<file path="src/rtl/sseg_scan_driver.sv">
`timescale 1ns/1ps
`default_nettype none
// ============================================================================
//  Module   : sseg_scan_driver
//  Purpose  : Time-multiplexed hex seven-segment driver for N common-anode
//             digits. Each digit slot starts with a dark window against
//             ghosting. The digit value is double-buffered, and per-digit
//             enable, decimal point and leading-zero suppression are
//             supported.
//  Revision : 1.0  initial release
// ============================================================================
module sseg_scan_driver #(
    parameter int N_DIGITS  = 4,
    parameter int SCAN_DIV  = 50000,
    parameter int BLANK_CYC = 500
) (
    input  logic                    clk,
    input  logic                    rst_n,
    input  logic [4*N_DIGITS-1:0]   value,
    input  logic [N_DIGITS-1:0]     dp,
    input  logic [N_DIGITS-1:0]     digit_en,
    input  logic                    lz_blank,
    input  logic                    load,
    output logic [6:0]              sseg,
    output logic                    dp_n,
    output logic [N_DIGITS-1:0]     an,
    output logic                    frame_tick
);

    localparam int CNT_W = (SCAN_DIV > 1) ? $clog2(SCAN_DIV) : 1;
    localparam int IDX_W = (N_DIGITS > 1) ? $clog2(N_DIGITS) : 1;

    localparam logic [CNT_W-1:0] CNT_LAST  = CNT_W'(SCAN_DIV - 1);
    localparam logic [CNT_W-1:0] CNT_BLANK = CNT_W'(BLANK_CYC);
    localparam logic [IDX_W-1:0] IDX_LAST  = IDX_W'(N_DIGITS - 1);

    // Reject parameter sets the scan timing cannot honour.
    if ((N_DIGITS < 1) || (N_DIGITS > 8) || (SCAN_DIV < BLANK_CYC + 2))
    begin : g_bad_params
        $error("sseg_scan_driver: illegal N_DIGITS/SCAN_DIV/BLANK_CYC");
    end

    logic [CNT_W-1:0]        div_cnt;
    logic [IDX_W-1:0]        idx;
    logic                    slot_end;
    logic                    frame_end;

    logic [4*N_DIGITS-1:0]   pend_val;
    logic [N_DIGITS-1:0]     pend_dp;
    logic                    pend_valid;
    logic [4*N_DIGITS-1:0]   active_val;
    logic [N_DIGITS-1:0]     active_dp;

    logic [N_DIGITS:0]       upper_zero;
    logic [N_DIGITS-1:0]     digit_dark;
    logic [N_DIGITS-1:0]     an_sel;
    logic [3:0]              cur_nib;
    logic                    cur_dark;

    assign slot_end  = (div_cnt == CNT_LAST);
    assign frame_end = slot_end && (idx == IDX_LAST);

    // Hex nibble to active-low {a,b,c,d,e,f,g}.
    function automatic logic [6:0] decode(input logic [3:0] nib);
        case (nib)
            4'h0:    decode = 7'b0000001;
            4'h1:    decode = 7'b1001111;
            4'h2:    decode = 7'b0010010;
            4'h3:    decode = 7'b0000110;
            4'h4:    decode = 7'b1001100;
            4'h5:    decode = 7'b0100100;
            4'h6:    decode = 7'b0100000;
            4'h7:    decode = 7'b0001111;
            4'h8:    decode = 7'b0000000;
            4'h9:    decode = 7'b0000100;
            4'hA:    decode = 7'b0001000;
            4'hB:    decode = 7'b1100000;
            4'hC:    decode = 7'b0110001;
            4'hD:    decode = 7'b1000010;
            4'hE:    decode = 7'b0110000;
            default: decode = 7'b0111000;
        endcase
    endfunction

    // Slot timer and digit index; the index advances on the last slot cycle.
    always_ff @(posedge clk or negedge rst_n) begin
        if (!rst_n) begin
            div_cnt <= '0;
            idx     <= '0;
        end else if (slot_end) begin
            div_cnt <= '0;
            idx     <= (idx == IDX_LAST) ? '0 : idx + 1'b1;
        end else begin
            div_cnt <= div_cnt + 1'b1;
        end
    end

    // Double buffer: loads park in pending and are promoted only at the frame
    // boundary; a load on the boundary cycle itself bypasses pending.
    always_ff @(posedge clk or negedge rst_n) begin
        if (!rst_n) begin
            pend_val   <= '0;
            pend_dp    <= '0;
            pend_valid <= 1'b0;
            active_val <= '0;
            active_dp  <= '0;
        end else if (frame_end) begin
            if (load) begin
                active_val <= value;
                active_dp  <= dp;
            end else if (pend_valid) begin
                active_val <= pend_val;
                active_dp  <= pend_dp;
            end
            pend_valid <= 1'b0;
        end else if (load) begin
            pend_val   <= value;
            pend_dp    <= dp;
            pend_valid <= 1'b1;
        end
    end

    // One-cycle pulse following the frame boundary.
    always_ff @(posedge clk or negedge rst_n) begin
        if (!rst_n) begin
            frame_tick <= 1'b0;
        end else begin
            frame_tick <= frame_end;
        end
    end

    // upper_zero[k] is set when active nibbles k..N_DIGITS-1 are all zero.
    assign upper_zero[N_DIGITS] = 1'b1;

    for (genvar k = 0; k < N_DIGITS; k++) begin : g_digit
        assign upper_zero[k] = upper_zero[k+1] & (active_val[4*k +: 4] == 4'h0);
        if (k == 0) begin : g_lsd
            // The rightmost digit always shows, even when it is zero.
            assign digit_dark[k] = ~digit_en[k];
        end else begin : g_upper
            assign digit_dark[k] = ~digit_en[k] | (lz_blank & upper_zero[k]);
        end
    end

    // Active-low one-hot anode pattern and the data for the current slot.
    always_comb begin
        an_sel = '1;
        for (int k = 0; k < N_DIGITS; k++) begin
            if (idx == IDX_W'(k)) begin
                an_sel[k] = 1'b0;
            end
        end
        cur_nib  = active_val[{idx, 2'b00} +: 4];
        cur_dark = digit_dark[idx];
    end

    // Registered pin drive: dark during the blank window or for a dark digit.
    always_ff @(posedge clk or negedge rst_n) begin
        if (!rst_n) begin
            an   <= '1;
            sseg <= 7'b1111111;
            dp_n <= 1'b1;
        end else if ((div_cnt < CNT_BLANK) || cur_dark) begin
            an   <= '1;
            sseg <= 7'b1111111;
            dp_n <= 1'b1;
        end else begin
            an   <= an_sel;
            sseg <= decode(cur_nib);
            dp_n <= ~active_dp[idx];
        end
    end

endmodule
`default_nettype wire

</file>
<file path="config.mk">
export PLATFORM = sky130hd
export DESIGN_NAME = sseg_scan_driver
export DESIGN_NICKNAME = d
export VERILOG_FILES = /design/src/rtl/sseg_scan_driver.sv
export SDC_FILE = /design/constraint.sdc
export NUM_CORES = 1
export LEC_CHECK = 0
export ABC_AREA = 1
export ABC_CLOCK_PERIOD_IN_PS = 2470
export CAP_MARGIN = 0
export CORE_MARGIN = 1.5
export CORE_UTILIZATION = 47
export CTS_CLUSTER_DIAMETER = 40
export DETAILED_ROUTE_END_ITERATION = 16
export PLACE_DENSITY = 0.68
export SKIP_CTS_REPAIR_TIMING = 1
export SYNTH_ARGS = -nofsm -noshare
export SYNTH_HDL_FRONTEND = slang
export SYNTH_SLANG_ARGS = --single-unit
</file>
<file path="constraint.sdc">
create_clock -name clk -period 2.47 [get_ports clk]
set_input_delay 0.247 -clock clk [delete_from_list [all_inputs] [get_ports clk]]
set_output_delay 0.247 -clock clk [all_outputs]
set_load 0.05 [all_outputs]
</file>
**After elaboration in Yosys (flattened, before gate mapping)**

Memories as Yosys holds them, arrays and structs flattened.
Cells that the tools add are included.

- Add/subtract/negate cells: 2
- Order comparisons: 2
- Eq/ne operators: 4
- Shifts and indexed selects: 1
- Muxes and demuxes: 19
- Bitwise operators: 14
- Reduce and logical (&&, ||, !) cells: 10

Operators by type and width:

| kind | number |
|---|---|
| 16-bit two-way mux | 3 |
| 16-bit by 1-bit adder with 16-bit output, second input constant | 1 |
| 16-bit == test, second input constant | 1 |
| 16-bit by 9-bit less-than comparator with 1-bit output, second input constant | 1 |
| 16-bit by 5-bit indexed part select with 4-bit output | 1 |
| 4-bit logical NOT | 3 |
| 4-bit two-way mux | 3 |
| 1-bit two-way mux | 9 |
| 7-bit two-way mux | 1 |
| 1-bit NOT | 6 |
| 1-bit bitwise AND | 5 |
| 1-bit binary-select mux with 2-bit select | 2 |
| 2-bit == test, second input constant | 2 |
| 2-bit AND reduction | 2 |
| 2-bit nonzero test | 2 |
| 2-bit by 3-bit less-than comparator with 1-bit output, second input constant | 1 |
| 1-bit OR | 3 |
| 2-bit by 1-bit adder with 2-bit output, second input constant | 1 |
| 2-bit by 1-bit == test with 1-bit output, second input constant | 1 |
| 2-bit logical NOT | 1 |
| 2-bit two-way mux | 1 |
| 1-bit logical AND | 1 |
| 1-bit logical OR | 1 |

- Bits in registers: 72
- Bits in read-only memories: 112
- Input bits: 28
- Output and inout bits: 13
- Memories: 1

Memory list:

| name | words | bits a word | read ports | clocked after Yosys merged registers in | write ports | RTL line | RTL |
|---|---|---|---|---|---|---|---|
| (no name shown) | 16 | 7 | 1 | 0 | 0 | 65 | `case (nib)` |

**Depth between registers and ports, before layout**

Gate-level depths: netlist (run 1).

- Depth after elaboration: 9
- Depth in mapped cells: 14
- Gate-level depth less buffers: 12

**Worst setup path after synthesis (run 1)**

Ideal clock, no wire load.

- Path type: register -> register
- From: reg idx[0]
- To: reg sseg[3]
- Arrival: 1666 ps
- Data required time: 2410 ps
- Slack: 743 ps
- Cell stages (with the launch flop): 14
- Buffers on the path: 2
- Period minus slack after synthesis: 1727 ps
- Cell sequence: dfrtp_1 > buf_2 > inv_2 > buf_4 > nand2_1 > nand3_1 > nand2_1 > ha_1 > nand3b_1 > nand2_1 > nand2_1 > nand2_1 > inv_1 > nand2_1

- Longest elaborated chain between the ends: 4
- Elaborated cells between the ends (all ways): 6
- Classes of those cells: 1 x shift; 3 x mux; 1 x reduce/logical; 1 x memory

RTL lines:

| element | RTL line | RTL |
|---|---|---|
| start: declaration | 44 | `logic [IDX_W-1:0] idx;` |
| start signal: assignment | 92 | `idx <= (idx == IDX_LAST) ? '0 : idx + 1'b1;` |
| parallel branches: the longest is 3 deep, another holds memory read 16 x 7 bit | - |  |
| 7-bit two-way mux (*) | 163 | `end else if ((div_cnt < CNT_BLANK) \|\| cur_dark) begin` |
| end signal: assignment | 169 | `sseg <= decode(cur_nib);` |
| end: declaration | 24 | `output logic [6:0] sseg,` |

Mark *: on every way between the ends. The select of a mux whose other input is x is not followed.
A chain may end at the register's enable or synchronous reset.

**Worst setup path in the final report (run 1)**

- From: reg idx[0]
- To: reg sseg[1]

The elaborated chain is that of the path after synthesis.

==> results of run 1 <==
cell usage after synthesis, types with 2 or more instances:
library cell	number	share of area
sky130_fd_sc_hd__a21oi_1	7	0.0092
sky130_fd_sc_hd__and2_0	2	0.0033
sky130_fd_sc_hd__buf_1	2	0.0020
sky130_fd_sc_hd__buf_2	8	0.011
sky130_fd_sc_hd__buf_4	5	0.0099
sky130_fd_sc_hd__dfrtp_1	60	0.39
sky130_fd_sc_hd__dfstp_2	12	0.083
sky130_fd_sc_hd__ha_1	11	0.036
sky130_fd_sc_hd__inv_1	28	0.028
sky130_fd_sc_hd__inv_2	7	0.0069
sky130_fd_sc_hd__mux2_2	20	0.059
sky130_fd_sc_hd__nand2_1	189	0.19
sky130_fd_sc_hd__nand2_2	2	0.0033
sky130_fd_sc_hd__nand3_1	46	0.060
sky130_fd_sc_hd__nand3_2	2	0.0053
sky130_fd_sc_hd__nand3b_1	2	0.0039
sky130_fd_sc_hd__nand4_1	5	0.0082
sky130_fd_sc_hd__nor2_1	33	0.033
sky130_fd_sc_hd__nor3_1	7	0.0092
sky130_fd_sc_hd__nor3_4	2	0.0085
sky130_fd_sc_hd__o21ai_0	10	0.013
sky130_fd_sc_hd__xor2_1	6	0.014
state kept, by name (all words and copies together), names as in the netlist:
| name | count |
|---|---|
| an | 4 |
| pend_dp | 4 |
| pend_valid | 1 |
| sseg | 7 |
| idx | 2 |
| frame_tick | 1 |
| div_cnt | 16 |
| active_dp | 4 |
| pend_val | 16 |
| active_val | 16 |
| dp_n | 1 |
worst min-delay path by stage:
stage | startpoint | to | slack [ns] | depth (start not counted)
2_1_floorplan | rst_n | active_dp[0] | -0.05 | 0
6_report | rst_n | div_cnt[13] | 0.40 | 2
3_5_place_dp | rst_n | div_cnt[13] | 0.27 | 1
5_1_grt | rst_n | div_cnt[11] | 0.45 | 2
3_3_place_gp | rst_n | div_cnt[12] | 0.26 | 1
4_1_cts | rst_n | div_cnt[13] | -0.11 | 1
power by group:
group / total (W) / internal, W / switching, W / leakage (nW)
Clock: 0.00100 / 0.000559 / 0.000443 / 0.106
Sequential: 0.00122 / 0.00121 / 0.0000143 / 0.909
Combinational: 0.000166 / 0.0000866 / 0.0000794 / 1.25
cells in the final DEF (no fill, tap or decap), drive strengths merged, types with 5 or more instances in the layout:
cell	netlist	routed
nand4	5	5
clkdlybuf4s50	0	39
ha	11	11
nand2	191	191
dfstp	12	12
o21ai	11	11
nand3	48	48
buf	16	7
dfrtp	60	60
mux2	20	20
a21oi	7	7
xor2	6	6
nor2	34	34
clkbuf	1	9
nor3	9	9
inv	35	35
per-layer routing:
layer  GRT usage  up-vias  wire (µm)
met1      0.2716     1437       3872
met2      0.3169       69       3553
met5           0        -          0
li1            -     1578          -
met4     0.09470        0        180
met3     0.03415       16        298
layout make-up:
| type | count | area share |
|---|---|---|
| Sequential cell | 72 | 0.4041 |
| Multi-Input combinational cell | 349 | 0.3913 |
| Timing Repair Buffer | 47 | 0.1002 |
| Inverter | 35 | 0.02922 |
| Tap cell | 102 | 0.02839 |
| Clock buffer | 9 | 0.02755 |
| Clock inverter | 7 | 0.01920 |
through the flow:
| stage | util | hold WS [ns] |
|---|---|---|
| 3_5_place_dp | 0.5504 | 0.2707 |
| 5_1_grt | 0.5788 | 0.4462 |
| 2_1_floorplan | - | -0.04859 |
| 6_report | 0.5788 | 0.4004 |
| 3_3_place_gp | 0.5504 | 0.2636 |
| 4_1_cts | 0.5775 | -0.1100 |
logic make-up (layout without fill, tap and decap cells):
logic type / Yosys count / after routing / share of synthesized area
xor+xnor: 6 / 6 / 0.01380
fa+ha+maj: 11 / 11 / 0.03615
buf+inv: 52 / 98 / 0.06080
simple gates: 292 / 292 / 0.3247
flops: 72 / 72 / 0.4772
mux: 20 / 20 / 0.05915
compound gates: 20 / 20 / 0.02826
==> results.md, run 1 <==
Placement:
- Once placement finished, the instance area stood at 0.004275 mm².
- Detailed placement ended at an HPWL of 5631 µm.
- Counting tap cells, the placed design contains a total of 604 instances.
- At the placement stage, the worst setup path has a slack of 0.4568 ns.
- Input and output buffers added on the ports amount to 40.
- Routability-driven placement finished with a final weighted congestion of 0.9404.

Status:
- The run finished with clean final reports.

Clock network:
- Clock-pin slew was measured on the worst setup and hold paths at 0.08 ns.
- The insertion delay to the later sink of the worst-skew pair is 0.36 ns.
- TritonCTS built the clock tree.
- The clock sink count is 72.
- Counting the buffers created by CTS gives 9.
- The maximum count of clock buffers along a single path is 2.
- The H-tree level count is 3.
- The root buffer cell chosen for the clock tree is sky130_fd_sc_hd__clkbuf_8.

Detailed routing:
- The initial detailed-routing violation count is 80.
- The count of nets left with antenna violations once routing finished came out at 0.
- The ratio of routed vias to standard cells is 4.992.
- The final routed DRC violation total is 0.
- The routed length per placed instance is 12.73 µm.
- The routed design has 7905 µm of wire.
- The first detailed-routing pass ran for 4 iterations.
- The via total after detailed routing is 3100.

Setup path:
- The worst reg-to-reg path cell count is 10.
- STA classifies the critical path startpoint as a flop.
- The arrival time of the worst setup path is 2.32 ns.
- The required time at the worst-slack endpoint is 2.74 ns.
- The kind of capture point of the worst setup path is a flop.
- The cell with the biggest individual delay on the critical path is sky130_fd_sc_hd__dfrtp_1.
- The end of the worst register-to-register path is sseg[1].
- Among the stages of the critical path, the cell type that occurs most often is sky130_fd_sc_hd__nand2_1.
- The delay of the slowest critical-path stage is 0.67 ns.
- In this design, the largest share of critical-path delay is due to flip-flops.
- The worst setup path endpoint is sseg[1].
- The critical path starts at idx[0].
- The critical path class is flop to flop.
- The sum of buffers and inverters on the critical path is 2.
- The critical register-to-register path startpoint is idx[0].
- The reg-to-reg setup timing slack is 0.42 ns.
- Counting buffers and inverters, the worst setup path is 10 cells deep.
- The signal on the critical path passes through inv_2 > nand2_1 > nand3_1 > nand2_1 > inv_1 > ha_1 > nand3_1 > nand2_1 > o21ai_0 > nand2_1.
- The largest fanout on the critical path is 18.

Floorplanning:
- From left edge to right edge, the die measures 93.01 µm.
- For this configuration, the core starts out at a cell density of 0.4902.
- The die covers 0.008650 mm².
- The floorplan row count is 32.
- The area of the core region is 0.007767 mm².
- For this design the top-level I/O count stands at 41.
- The die is 93.01 µm tall.

Global routing:
- The via count of the first global-routing pass is 2939.
- The aggregate global-route resource usage is 0.2014.
- The total overflow left after global routing is 0.
- The maximum number of pins on one net before global-route repair is 30.
- The wire length of the first global-routing pass is 13550 µm.
- The initial antenna violation count is 0.

STA:
- The count of final hold-check violations came to 0.
- For the pin with the worst max-slew slack, the measured transition is 0.6838 ns.
- In the post-route analysis, the smallest setup slack over all paths is 0.4180 ns.
- Setup repair after global routing left no endpoint under its margin.
- The final number of setup-violating endpoints is 0.
- The aggregate negative setup slack is 0 ns.
- The final critical-path required period is 2.052 ns.
- The fraction of the cycle the final worst path needs is 0.8308.
- The max-slew violation count is 0.
- Static timing analysis puts the maximum clock frequency at 487.3 MHz.
- The clock skew is 0.007286 ns.
- The worst pin sits at a relative slew slack of 0.5430.

Cells and area:
- The area occupied by multi-input gates is 0.001759 mm².
- The non-filler instance count after layout is 621.
- Once layout is done, the placed cells without fillers occupy 0.004496 mm².
- The synthesis-to-finish area growth is 18.07%.
- In the final layout, the share of cells above drive strength 1 is 0.1329.
- The count of antenna diodes in the layout is 0.
- Counting the fill cells in the layout gives 726.
- In the final layout, flip-flops and latches occupy 0.001817 mm².
- The net count of the finished layout is 553.

Flow run:
- The tool flagged a number of max-cap violations equal to 0.

Logic synthesis:
- The share of flip-flops with an asynchronous set or reset after synthesis is 1.000.
- The number of warnings printed during yosys synthesis is 0.
- Counting flops with a built-in enable in the synthesized netlist gives 0.
- For this run, the leading register cell type out of synthesis is sky130_fd_sc_hd__dfrtp_1.
- Synthesis inferred 72 register bits.
- In this run the mean area of a mapped cell was 8.049 µm².
- The netlist area before placement is 0.003807 mm².
- The register area share after synthesis is 0.4772.
- The number of nets in the synthesized netlist is 512.
- The number of distinct library cells after synthesis is 29.
- The number of cells produced by synthesis is 473.

Pwr:
- In this run the static leakage power is 2.267 nW.
- In this run the power density over the cells is 531.8 mW/mm².
- The worst-case IR drop observed on VDD is 0.0004622 V.
- The design draws 0.002391 W.

Hold path:
- The tightest min-delay check is of the input port to async pin type.
Power figures use the tool's default switching activity.
==> run 2: changes to the inputs <==
--- a/config.mk
+++ b/config.mk
@@ -6,7 +6,7 @@
 export NUM_CORES = 1
 export LEC_CHECK = 0
 export ABC_AREA = 1
-export ABC_CLOCK_PERIOD_IN_PS = 2470
+export ABC_CLOCK_PERIOD_IN_PS = 1950
 export CAP_MARGIN = 0
 export CORE_MARGIN = 1.5
 export CORE_UTILIZATION = 47
==> constraint.sdc (replaced) <==
create_clock -name clk -period 1.95 [get_ports clk]
set_input_delay 0.195 -clock clk [delete_from_list [all_inputs] [get_ports clk]]
set_output_delay 0.195 -clock clk [all_outputs]
set_load 0.05 [all_outputs]
==> results.md, run 2 (synthesis gave the netlist of run 1 again) <==
Setup path:
- The sum of buffers and inverters on the critical path is 1.
- The cell with the biggest individual delay on the critical path is sky130_fd_sc_hd__clkdlybuf4s50_1.
- The critical path launch point type is a flop.
- At the worst endpoint, the required time is 1.75 ns.
- The kind of capture point of the worst setup path is an output pin.
- The arrival time of the worst setup path is 1.65 ns.
- Of all nets on the critical path, the largest fanout is 1.
- The largest single stage delay on the critical path is 0.79 ns.
- The critical path class is flop to output pin.
- The signal on the critical path passes through clkdlybuf4s50_1.
- The critical path's top delay family is buffers and inverters.

Cells and area:
- In the final design database the tool counted 556 nets.
- Summing all multi-input logic gate instances after layout gives 0.001762 mm².
- Of the cells placed in the final design, the portion with a size suffix greater than 1 is 0.1437.
- The most common cell after layout, fill and taps aside is sky130_fd_sc_hd__nand2_1.
- The synthesis-to-finish area growth is 19.42%.
- The repair_antennas step left the layout with diodes totalling 0.
- The layout has 737 filler cells.
- The non-filler instance count after layout is 624.
- The area used by sequential logic in the layout is 0.001818 mm².
- In the final layout, the registers with the most flip-flops are active_val: 16 flops, div_cnt: 16 flops, pend_val: 16 flops.
- The summed area of non-filler cells in the final layout is 0.004547 mm².
- The top cell types in the final layout, fill and taps aside, are sky130_fd_sc_hd__nand2_1, sky130_fd_sc_hd__dfrtp_1, sky130_fd_sc_hd__nand3_1.

Placement:
- The congestion estimate from routability-driven global placement came to 0.8609.
- Prior to clock tree synthesis, the placed netlist has a worst setup slack of 0.1219 ns.
- The placed wire-length estimate is 5488 µm.
- In this run, placement finished with an instance count of 607.
- The total of buffers placed on input and output ports is 40.
- In this run the cell area measured after placement is 0.004310 mm².

Detailed routing:
- In this run the remaining antenna-violating nets after routing total 0.
- For this block, the via count after detailed routing is 3088.
- After the first detailed-routing iteration, the DRC count stood at 171.
- Dividing the detail-routed wire length by the instance count gives 12.50 µm.
- The total wirelength of the detailed-routed design is 7801 µm.
- For this run, design rule violations remaining after detail routing come to 0.
- For this run, the detailed router's first-pass iteration total came to 4.
- Dividing the detail-routed via count by the number of cells gives 4.949.

Clock network:
- Clock latency on the worst-skew pair, taken at its later pin, is 0.35 ns.
- The TritonCTS clock tree is built.
- In this run the clock root is driven by a sky130_fd_sc_hd__clkbuf_8.
- The H-tree level count is 3.
- In this run, CTS created clock tree buffers numbering 9.
- Counting along the longest clock path gives a buffer depth of 2.
- CTS saw 72 sinks.
- The clock transition at the registers of the reported paths is 0.08 ns.

Global routing:
- Entering global routing, the biggest net connects 73 pins.
- For met2 alone, demand over resource in global routing was 0.3090.
- The wire length of the first global-routing pass is 13820 µm.
- The aggregate global-route resource usage is 0.2017.
- After global routing the overflow that remains totals 0.
- In this run the most used layer during global routing was met2.
- The met1 capacity usage during global routing is 0.2824.
- The initial antenna violation count came to 0.
- For this run, global-route usage on met3 was measured as 0.04553.
- The via count of the first global-routing pass is 2946.

Pwr:
- The total power draw is 0.003057 W.
- Summed over all cells, the static leakage comes to 2.282 nW.
- For this design the ratio of total power to cell area is 672.3 mW/mm².
- The worst-case IR drop observed on VDD is 0.0004403 V.

Flow run:
- The number of maximum-capacitance constraint violations is 0.

Floorplanning:
- For this design the top-level I/O count stands at 41.
- The initialized floorplan defines 32 standard-cell rows.
- The area of the core region is 0.007767 mm².
- The total die area is 0.008650 mm².
- The starting density of the core is 0.4902.
- In this run the horizontal extent of the chip is 93.01 µm.
- The vertical die dimension is 93.01 µm.

STA:
- The final critical-path required period is 1.849 ns.
- The max-slew violation count was 0.
- The count of final hold-check violations was 0.
- Setup violations remaining at the end of the flow were counted as 0.
- For the pin with the worst max-slew slack, the measured transition is 0.4925 ns.
- Setup repair after global routing could not meet its margin everywhere.
- For this run, the top clock speed supported by timing is 540.9 MHz.
- Dividing the final minimum period by the clock period gives 0.9482.
- The worst relative slew slack is 0.6706.
- Setup slack on the critical path of the routed design comes to 0.1011 ns.
- Adding up every negative setup slack in the final design gives 0 ns.
- The clock skew is 0.008523 ns.

Hold path:
- The min-delay analysis places its worst path in the category input port to async pin.

Status:
- The run finished with clean final reports.
-- run 2: power breakdown --
group          internal, W  switching [W]  total [W]
clock network     0.000719       0.000577    0.00130
logic             0.000114       0.000100   0.000214
registers          0.00153      0.0000173    0.00155
-- run 2: worst paths after layout --
check,startpoint,endpoint,slack (ns),cells past startpoint
min reg2reg,div_cnt[0],div_cnt[0],0.47,1
max reg2reg,idx[0],sseg[3],0.15,11
min in group clk,value[3],pend_val[3],0.43,3
min,rst_n,div_cnt[11],0.40,3
max,sseg[3],sseg[3],0.10,1
max in group asynchronous,rst_n,sseg[1],1.24,3
-- run 2: stage by stage --
stage | utilization | hold WS (ns)
floorplan | - | -0.1006
global placement | 0.5549 | 0.2514
detailed placement | 0.5549 | 0.2581
CTS | 0.5833 | -0.1162
global route | 0.5854 | 0.4251
finish | 0.5854 | 0.3960
-- run 2: area by class of cell --
type	count	share of cell area
clock buffers	9	0.02724
clock inverters	7	0.02119
inverters	35	0.02944
multi-input cells	349	0.3875
flip-flops and latches	72	0.3998
well taps	102	0.02807
repair buffers	50	0.1068
-- run 2: per-layer routing --
metal / routed length, µm / up-vias
met5: 0 / -
met4: 118 / 0
met3: 357 / 11
met2: 3466 / 59
met1: 3859 / 1431
li1: - / 1587
